## src/rtl/i2c_pkg.sv

```systemverilog
// Shared definitions for the I2C transaction scheduler: FSM state encoding,
// read/write direction constants and the default transaction length limit.
package i2c_pkg;

  typedef enum logic [2:0] {
    ST_IDLE    = 3'd0,
    ST_LAUNCH  = 3'd1,
    ST_WAIT_HI = 3'd2,
    ST_WAIT_LO = 3'd3,
    ST_DONE    = 3'd4
  } i2c_state_t;

  localparam logic I2C_RD = 1'b1;
  localparam logic I2C_WR = 1'b0;

  localparam int I2C_MAX_LEN_DEF = 4;

endpackage

```

## src/rtl/i2c_rr_arb.sv

```systemverilog
// Two-way round-robin arbiter: on a tie the requester not granted last wins.
// The last-grant register is updated only when a transaction is recorded as done.
module i2c_rr_arb (
  input  logic clk,
  input  logic rst,
  input  logic req0,
  input  logic req1,
  input  logic rec,
  input  logic rec_id,
  output logic any,
  output logic gnt_id
);

  logic last;

  always_ff @(posedge clk or posedge rst) begin
    if (rst) last <= 1'b1;
    else if (rec) last <= rec_id;
  end

  assign any    = req0 | req1;
  assign gnt_id = (req0 & req1) ? ~last : req1;

endmodule

```

## src/rtl/i2c_txn_sched.sv

```systemverilog
// Schedules multi-byte transactions from two requesters onto one byte-level I2C master.
// Optional busy watchdog enabled by defining I2C_SCHED_TIMEOUT_EN.
module i2c_txn_sched
  import i2c_pkg::*;
#(
  parameter int MAX_LEN     = I2C_MAX_LEN_DEF,
  parameter int TIMEOUT_CYC = 12000
) (
  input  logic                 clk,
  input  logic                 rst,
  input  logic                 req0_valid,
  output logic                 req0_ready,
  input  logic [6:0]           req0_addr,
  input  logic                 req0_rw,
  input  logic [2:0]           req0_len,
  input  logic [8*MAX_LEN-1:0] req0_wdata,
  input  logic                 req1_valid,
  output logic                 req1_ready,
  input  logic [6:0]           req1_addr,
  input  logic                 req1_rw,
  input  logic [2:0]           req1_len,
  input  logic [8*MAX_LEN-1:0] req1_wdata,
  output logic                 rsp_valid,
  output logic                 rsp_id,
  output logic [8*MAX_LEN-1:0] rsp_rdata,
  output logic                 rsp_ack_err,
  output logic                 rsp_timeout,
  output logic                 m_enable,
  output logic                 m_rw,
  output logic [6:0]           m_addr,
  output logic [7:0]           m_data_wr,
  input  logic                 m_busy,
  input  logic                 m_ack_error,
  input  logic [7:0]           m_data_rd
);

  localparam int W = 8 * MAX_LEN;

  if (MAX_LEN < 1 || MAX_LEN > 7) begin : g_bad_len
    $error("MAX_LEN must be in 1..7");
  end
  if (TIMEOUT_CYC < 1) begin : g_bad_tmo
    $error("TIMEOUT_CYC must be positive");
  end

  function automatic logic [2:0] clamp_len(input logic [2:0] l);
    if (l == 3'd0) return 3'd1;
    else if (l > 3'(MAX_LEN)) return 3'(MAX_LEN);
    else return l;
  endfunction

  i2c_state_t     state;
  logic [2:0]     k, len;
  logic           cur_id, err, busy_prev, tmo_flag;
  logic [6:0]     lat_addr;
  logic           lat_rw;
  logic [W-1:0]   lat_wdata, rdata;
  logic           arb_any, gnt_id, rise, fall, last_byte, err_now;

  i2c_rr_arb u_arb (
    .clk    (clk),
    .rst    (rst),
    .req0   (req0_valid),
    .req1   (req1_valid),
    .rec    (state == ST_DONE),
    .rec_id (cur_id),
    .any    (arb_any),
    .gnt_id (gnt_id)
  );

  assign rise      = m_busy & ~busy_prev;
  assign fall      = ~m_busy & busy_prev;
  assign last_byte = (k == len - 3'd1);
  assign err_now   = err | m_ack_error;

`ifdef I2C_SCHED_TIMEOUT_EN
  localparam int TW = $clog2(TIMEOUT_CYC + 1);
  logic [TW-1:0] tmo_cnt;
`else
  assign tmo_flag = 1'b0;
`endif

  // control path: FSM, handshakes, master drive and response registers
  always_ff @(posedge clk or posedge rst) begin
    if (rst) begin
      state       <= ST_IDLE;
      k           <= '0;
      len         <= 3'd1;
      cur_id      <= 1'b0;
      err         <= 1'b0;
      busy_prev   <= 1'b0;
      req0_ready  <= 1'b0;
      req1_ready  <= 1'b0;
      rsp_valid   <= 1'b0;
      rsp_id      <= 1'b0;
      rsp_rdata   <= '0;
      rsp_ack_err <= 1'b0;
      rsp_timeout <= 1'b0;
      m_enable    <= 1'b0;
      m_rw        <= 1'b0;
      m_addr      <= '0;
      m_data_wr   <= '0;
`ifdef I2C_SCHED_TIMEOUT_EN
      tmo_cnt     <= '0;
      tmo_flag    <= 1'b0;
`endif
    end else begin
      busy_prev  <= m_busy;
      req0_ready <= 1'b0;
      req1_ready <= 1'b0;
      rsp_valid  <= 1'b0;
      unique case (state)
        ST_IDLE: if (arb_any) begin
          req0_ready <= ~gnt_id;
          req1_ready <= gnt_id;
          cur_id     <= gnt_id;
          len        <= clamp_len(gnt_id ? req1_len : req0_len);
          k          <= '0;
          err        <= 1'b0;
`ifdef I2C_SCHED_TIMEOUT_EN
          tmo_flag   <= 1'b0;
`endif
          state      <= ST_LAUNCH;
        end
        ST_LAUNCH: begin
          m_enable  <= 1'b1;
          m_addr    <= lat_addr;
          m_rw      <= lat_rw;
          m_data_wr <= lat_wdata[7:0];
          state     <= ST_WAIT_HI;
        end
        ST_WAIT_HI: if (rise) begin
          // master has taken byte k; queue the next one or let it stop after this
          if (last_byte) m_enable <= 1'b0;
          else m_data_wr <= lat_wdata[8*(int'(k)+1) +: 8];
          state <= ST_WAIT_LO;
        end
        ST_WAIT_LO: if (fall) begin
          err <= err_now;
          k   <= k + 3'd1;
          if (err_now) m_enable <= 1'b0;
          state <= (last_byte || err_now) ? ST_DONE : ST_WAIT_HI;
        end
        ST_DONE: begin
          rsp_valid   <= 1'b1;
          rsp_id      <= cur_id;
          rsp_rdata   <= rdata;
          rsp_ack_err <= err;
          rsp_timeout <= tmo_flag;
          state       <= ST_IDLE;
        end
        default: state <= ST_IDLE;
      endcase
`ifdef I2C_SCHED_TIMEOUT_EN
      if (state == ST_LAUNCH) tmo_cnt <= '0;
      else if (state == ST_WAIT_HI || state == ST_WAIT_LO) begin
        if (rise || fall) tmo_cnt <= '0;
        else if (tmo_cnt == TW'(TIMEOUT_CYC - 1)) begin
          m_enable <= 1'b0;
          tmo_flag <= 1'b1;
          state    <= ST_DONE;
        end else tmo_cnt <= tmo_cnt + 1'b1;
      end
`endif
    end
  end

  // data path: request latch and read-byte capture
  always_ff @(posedge clk) begin
    if (state == ST_IDLE && arb_any) begin
      lat_addr  <= gnt_id ? req1_addr  : req0_addr;
      lat_rw    <= gnt_id ? req1_rw    : req0_rw;
      lat_wdata <= gnt_id ? req1_wdata : req0_wdata;
      rdata     <= '0;
    end else if (state == ST_WAIT_LO && fall && lat_rw == I2C_RD) begin
      rdata[8*int'(k) +: 8] <= m_data_rd;
    end
  end

endmodule

```

## config.mk

```make
export PLATFORM = sky130hd
export DESIGN_NAME = i2c_txn_sched
export DESIGN_NICKNAME = d
export VERILOG_FILES = /design/src/rtl/i2c_pkg.sv /design/src/rtl/i2c_rr_arb.sv /design/src/rtl/i2c_txn_sched.sv
export SDC_FILE = /design/constraint.sdc
export NUM_CORES = 1
export LEC_CHECK = 0
export ABC_AREA = 0
export CAP_MARGIN = 25
export CORE_AREA = 2 2 159 83
export CTS_CLUSTER_DIAMETER = 80
export DETAILED_ROUTE_END_ITERATION = 8
export DIE_AREA = 0 0 161 85
export PLACE_DENSITY_LB_ADDON = 0.2
export SYNTH_ARGS = -nofsm -noshare
export SYNTH_HDL_FRONTEND = slang
export SYNTH_HIERARCHICAL = 1
export SYNTH_SLANG_ARGS = --single-unit
export TNS_END_PERCENT = 5
```

## constraint.sdc

```tcl
create_clock -name clk -period 3 [get_ports clk]
set_input_delay 0.75 -clock clk [delete_from_list [all_inputs] [get_ports clk]]
set_output_delay 0.75 -clock clk [all_outputs]
set_load 0.02 [all_outputs]
```

==> reports/results.tsv, run 1 <==
stage	metric	value	unit
critical_path	Worst EP required	3.33	ns
logic_synthesis	area leader, netlist	dfrtp_1	
layout	commonest non-fill, non-tap cells in the layout	clkdlybuf4s50_1, mux2_2, dfrtp_1	
layout	commonest non-fill, non-tap cell in the layout	clkdlybuf4s50_1	
power_and_ir_drop	combinational power share	32.7	%
clock_tree	TritonCTS buffer count	17	
logic_synthesis	Synth Cell Area	5960	sq um
drt	Antenna Violating Nets Remaining	0	
floorplan	die area	13700	sq um
clock_tree	root buffer cell	clkbuf_16	
clock_tree	H-tree Lvls	4	
drt	Via density	5.26	
run_status	status	finished, final reports clean	
power_and_ir_drop	Sw Ratio	32.2	%
drt	drt first pass iters	4	
drt	final wirelength	14.5	mm
logic_synthesis	EDFF count, synth	40	
drt	# DRC	0	
drt	drt initial violations	204	
layout	# diodes	0	
critical_path	critical path type	in -> reg	
power_and_ir_drop	pwr dens	814	nW/um^2
power_and_ir_drop	peak supply drop	466	uV
place	GPL Wtd Cong	0.769	
critical_path	CP Data Arrival Time	2.59	ns
clock_tree	Reg clk slew, reported paths	0.06	ns
floorplan	die height	85	microns
timing	Fin Clk Skew	0.00814	ns
timing	f_max	443	MHz
clock_tree	hold buffers post-CTS	0	
floorplan	# rows	29	
power_and_ir_drop	sequential share of power	37.8	%
flow_run	max cap viols	0	
timing	crit share post-route	75.3	%
drt	vias post-DR	4222	
power_and_ir_drop	sw power	2170	uW
power_and_ir_drop	leakage power	0.00336	uW
layout	layout overhead on the synthesized area	38.8	%
global_route	gr ovfl total	0	
clock_tree	post-cts sizing count	0	
logic_synthesis	asr flop ratio synth	48.2	%
logic_synthesis	Post-Syn Instances	463	
global_route	initial antenna violation count	0	
logic_synthesis	synth top area cells	dfrtp_1, edfxtp_1, mux2_2	
global_route	pin count of the biggest net entering global routing	67	
critical_path	startpoint types	input port	
global_route	GRT Util Overall	22.7	%
clock_tree	clk buf depth	2	
clock_tree	CTS tree	done	
logic_synthesis	share of the synthesized area in the top cell type	27.3	%
timing	setup_tns	0	ns
floorplan	Die X-Extent	161	microns
logic_synthesis	Ys Warns	6	
layout	final core occ	67.1	%
global_route	busiest grt layer	met2	
timing	Slew Limit Headroom	47.6	%
power_and_ir_drop	Clock Power Share	29.4	%
logic_synthesis	Synth cell types	49	
critical_path	CP Capture Type	flip-flop	
global_route	met2 Usage GRT	34.9	%
clock_tree	clock latency on the worst-skew pair	0.41	ns
critical_path	crit-path max FO	16	
layout	layout cells sized above 1	23.1	%
timing	Hold Fails Final Rpt	0	
global_route	vias in the first global route	4495	
global_route	met3 Use GR	8.21	%
clock_tree	Setup Buffers After CTS	0	
timing	Slew Viols, Final	0	
layout	final net count	723	
logic_synthesis	predominant post-synthesis flop cell	dfrtp_1	
hold_path	hold crit path type	reg -> reg	
timing	Final min period	2.26	ns
logic_synthesis	#FFs+latches synth	139	
logic_synthesis	Seq/Total Area, Yosys	59.1	%
timing	worst slew pin tran	0.781	ns
layout	Fillers	906	
place	quantity of I/O buffers inserted on ports	153	
global_route	first-pass GRT wire length	23.6	mm
floorplan	core area	12300	sq um
clock_tree	CTS sink cnt	139	
timing	Final setup viols	0	
logic_synthesis	mean area per synthesized cell	12.9	sq um
place	HPWL Detailed	10.4	mm
floorplan	Ports	155	
power_and_ir_drop	P_int	4570	uW
logic_synthesis	Syn Nets	567	
drt	drt wl/cell	18.1	microns
global_route	met1 global-route usage	30.4	%
timing	RSZ-0062 raised after global routing	false	
floorplan	Starting Density	48.3	%
registers in the layout (all words and copies together) (netlist names), 3 cells and up:
register   flops
state          3
m_data_wr      8
lat_addr       7
rsp_rdata     32
len            3
k              3
m_addr         7
rdata         32
lat_wdata     32
metal layers:
layer | up-vias | wire [microns]
li1 | 1997 | -
met1 | 2084 | 6690
met3 | 10 | 1200
met4 | 0 | 113
met5 | - | 0
met2 | 131 | 6500
worst max-delay path, stage by stage:
cell	delay, ns
clkdlybuf4s50_1	0.46
nand3b_1	0.32
nor4_4	0.76
nand3_1	0.17
o21ai_0	0.12
layout make-up:
cell class | count | area (sq um) | share of cell area, %
multi-input cells | 285 | 2290 | 27.6
repair buffers | 164 | 1650 | 20.0
inverters | 12 | 45.0 | 0.544
flip-flops and latches | 139 | 3520 | 42.5
well taps | 170 | 213 | 2.57
clock inverters | 13 | 115 | 1.39
clock buffers | 19 | 443 | 5.35
worst paths after layout:
kind,from,end,slack (ns),cells past startpoint
max in group asynchronous,rst,len[0],1.90,3
worst max-delay path,m_busy,rdata[9],0.74,5
worst min register to register,rdata[8],rdata[8],0.46,2
worst min-delay path,rdata[8],rdata[8],0.46,2
min in group asynchronous,rst,u_arb/last,0.68,2
worst max register to register,k[2],rdata[9],0.78,6
cells in the mapped netlist, types with 2 or more instances:
library cell / instances
inv_1: 11
dfxtp_1: 32
buf_4: 2
a21oi_1: 10
nor2_1: 13
o2bb2ai_1: 7
nand3_1: 24
dfstp_2: 2
buf_2: 8
xor2_1: 2
a22o_1: 9
o22ai_1: 2
nor2b_1: 4
clkbuf_1: 8
mux2_2: 91
mux2i_1: 17
nor4_4: 2
o21ai_0: 28
dfrtp_1: 65
and2_1: 3
buf_1: 9
edfxtp_1: 40
a21o_1: 2
nand2b_1: 4
nand2_1: 39
nand3b_1: 3
ha_1: 4
power groups by stage:
stage	logic [uW]	registers (uW)	clock network, uW
finish	2200	2550	1980
CTS	2210	2550	2020
global route	2390	2590	2110
detailed placement	2200	2580	0
floorplan	1250	2710	0
global placement	2130	2560	0
stage by stage:
| step | power (uW) | cells | cell area [sq um] | hold slack [ns] | setup WS, ns |
|---|---|---|---|---|---|
| floorplan | 3960 | 463 | 5960 | 0.432 | 0.0807 |
| global placement | 4700 | 770 | 7720 | 0.444 | 0.482 |
| detailed placement | 4780 | 770 | 7720 | 0.455 | 0.349 |
| CTS | 6790 | 802 | 8280 | 0.463 | 0.781 |
| global route | 7090 | 802 | 8280 | 0.483 | 0.581 |
| finish | 6730 | 802 | 8280 | 0.464 | 0.741 |
logic make-up after synthesis:
family                     after synthesis  share of synthesized area [%]
other                                    1                         0.0629
adders and majority gates                4                          0.840
AOI/OAI and AO/OA                       67                           7.58
xor gates and xnor gates                 3                          0.672
and+or+nand+nor                        100                           8.54
DFF                                    139                           59.1
buffers and inverters                   39                           2.75
muxes                                  110                           20.5
Power figures use the tool's default switching activity.
==> inputs of run 2 (changes only) <==
CORE_AREA = 2 2 168 88   (was 2 2 159 83)
DIE_AREA = 0 0 170 90   (was 0 0 161 85)
clock period = 2 ns   (was 3 ns; I/O delays follow)
==> reports/results.tsv, run 2 (synthesized netlist as in run 1, its figures left out) <==
stage	metric	value	unit
critical_path	r2r startpoint	len[0]	
clock_tree	TritonCTS buffer count	17	
drt	drt initial violations	265	
place	quantity of I/O buffers inserted on ports	153	
global_route	GRT Util Overall	20.2	%
drt	vias post-DR	4291	
layout	final core occ	61.5	%
power_and_ir_drop	pwr dens	1240	nW/um^2
floorplan	Starting Density	42.7	%
layout	layout overhead on the synthesized area	44.0	%
clock_tree	CTS tree	done	
critical_path	CP Capture Type	output pin	
hold_path	hold crit path type	in -> async	
clock_tree	clock latency on the worst-skew pair	0.41	ns
clock_tree	Reg clk slew, reported paths	0.07	ns
layout	commonest non-fill, non-tap cells in the layout	clkdlybuf4s50_1, mux2_2, dfrtp_1	
flow_run	max cap viols	0	
timing	Final WS setup	0.0812	ns
clock_tree	CTS sink cnt	139	
drt	Via density	5.13	
timing	crit share post-route	95.9	%
place	HPWL Detailed	11.0	mm
timing	Slew Limit Headroom	51.5	%
timing	f_max	521	MHz
drt	drt first pass iters	4	
drt	Antenna Violating Nets Remaining	0	
critical_path	CP Buf/Inv Count	1	
critical_path	CP cell instances	clkdlybuf4s50_1	
clock_tree	root buffer cell	clkbuf_16	
timing	worst hold slack	0.381	ns
critical_path	Critical Path Max Stage Delay	0.65	ns
critical_path	CP Data Arrival Time	1.42	ns
floorplan	# rows	31	
global_route	initial antenna violation count	0	
timing	Hold Fails Final Rpt	0	
floorplan	core area	14000	sq um
power_and_ir_drop	peak supply drop	698	uV
global_route	first-pass GRT wire length	23.9	mm
floorplan	Ports	155	
drt	final wirelength	14.7	mm
critical_path	critical path type	reg -> out	
global_route	vias in the first global route	4615	
clock_tree	H-tree Lvls	4	
layout	layout cells sized above 1	26.0	%
critical_path	slowest stage cell, crit path	clkdlybuf4s50_1	
floorplan	Die X-Extent	170	microns
critical_path	family with the most delay on the worst path	buffers and inverters	
layout	commonest non-fill, non-tap cell in the layout	clkdlybuf4s50_1	
floorplan	die height	90	microns
timing	Final setup viols	0	
timing	setup_tns	0	ns
run_status	status	finished, final reports clean	
timing	RSZ-0062 raised after global routing	true	
layout	Fillers	1104	
drt	# DRC	0	
layout	final net count	746	
timing	Final min period	1.92	ns
clock_tree	clk buf depth	2	
place	pre-CTS setup slack	-0.0962	ns
critical_path	crit-path max FO	2	
global_route	pin count of the biggest net entering global routing	37	
global_route	gr ovfl total	0	
critical_path	worst setup path start	m_addr[4]	
timing	Slew Viols, Final	0	
timing	Fin Clk Skew	0.0116	ns
place	dpl cells	804	
place	GPL Wtd Cong	0.759	
critical_path	Worst EP required	1.50	ns
timing	worst slew pin tran	0.726	ns
floorplan	die area	15300	sq um
power_and_ir_drop	leakage power	0.00351	uW
layout	# diodes	0	
critical_path	startpoint types	flip-flop	
layout	fin cells	836	
layout	Regs by FF count	lat_wdata x32, rdata x32, rsp_rdata x32	
drt	drt wl/cell	17.5	microns
[run 2: cell count changes in the layout (fill, tap and decap cells not counted), moves of 2 or more]
cell        change
buf_6           +2
clkinvlp_4      -2
inv_4           -2
buf_12          +5
inv_6           +2
buf_4          +16
clkinv_1        +2
bufinv_16       +2
[run 2: metrics by stage]
step / instance area (sq um) / power [uW]
finish: 8580 / 10600
floorplan: 5980 / 5960
global route: 8580 / 11200
detailed placement: 7970 / 7450
CTS: 8560 / 10600
global placement: 7970 / 7330
[run 2: path summary, 6_finish.rpt]
check / end / slack (ns) / depth (start not counted)
hold reg to reg: rdata[20] / 0.46 / 2
hold / removal: m_addr[6] / 0.38 / 2
min in group clk: rdata[20] / 0.46 / 2
setup / recovery: m_addr[4] / 0.08 / 1
max in group asynchronous: len[0] / 1.13 / 3
setup reg to reg: m_data_wr[4] / 0.09 / 7
[run 2: cell type report]
type                    instances  area (sq um)  area share (%)
flip-flops and latches        139          3520            41.0
multi-input cells             285          2300            26.8
repair buffers                187          1890            22.1
clock buffers                  18           429            5.00
well taps                     181           226            2.64
clock inverters                14           168            1.95
inverters                      12          45.0           0.525
[run 2: timing repair]
item / CTS / global route
setup buffers: 0 / 0
hold buffers: 0 / 0
pin swaps: 2 / 2
endpoints found under the setup margin: 1 / 24
resized for setup: 0 / 5
[run 2: per-layer routing]
layer,part of all wire [%],up-vias,wire length (microns),GRT usage [%]
li1,-,2033,-,-
met1,49,2108,7160,28.7
met2,43,135,6290,29.9
met3,7.3,15,1080,6.25
met4,0.97,0,143,5.56
met5,0,-,0,0
[run 2: power breakdown]
| part | internal (uW) | switching, uW |
|---|---|---|
| Combinational | 1800 | 1830 |
| Clock | 1970 | 1220 |
| Sequential | 3520 | 283 |
| Total | 7280 | 3330 |
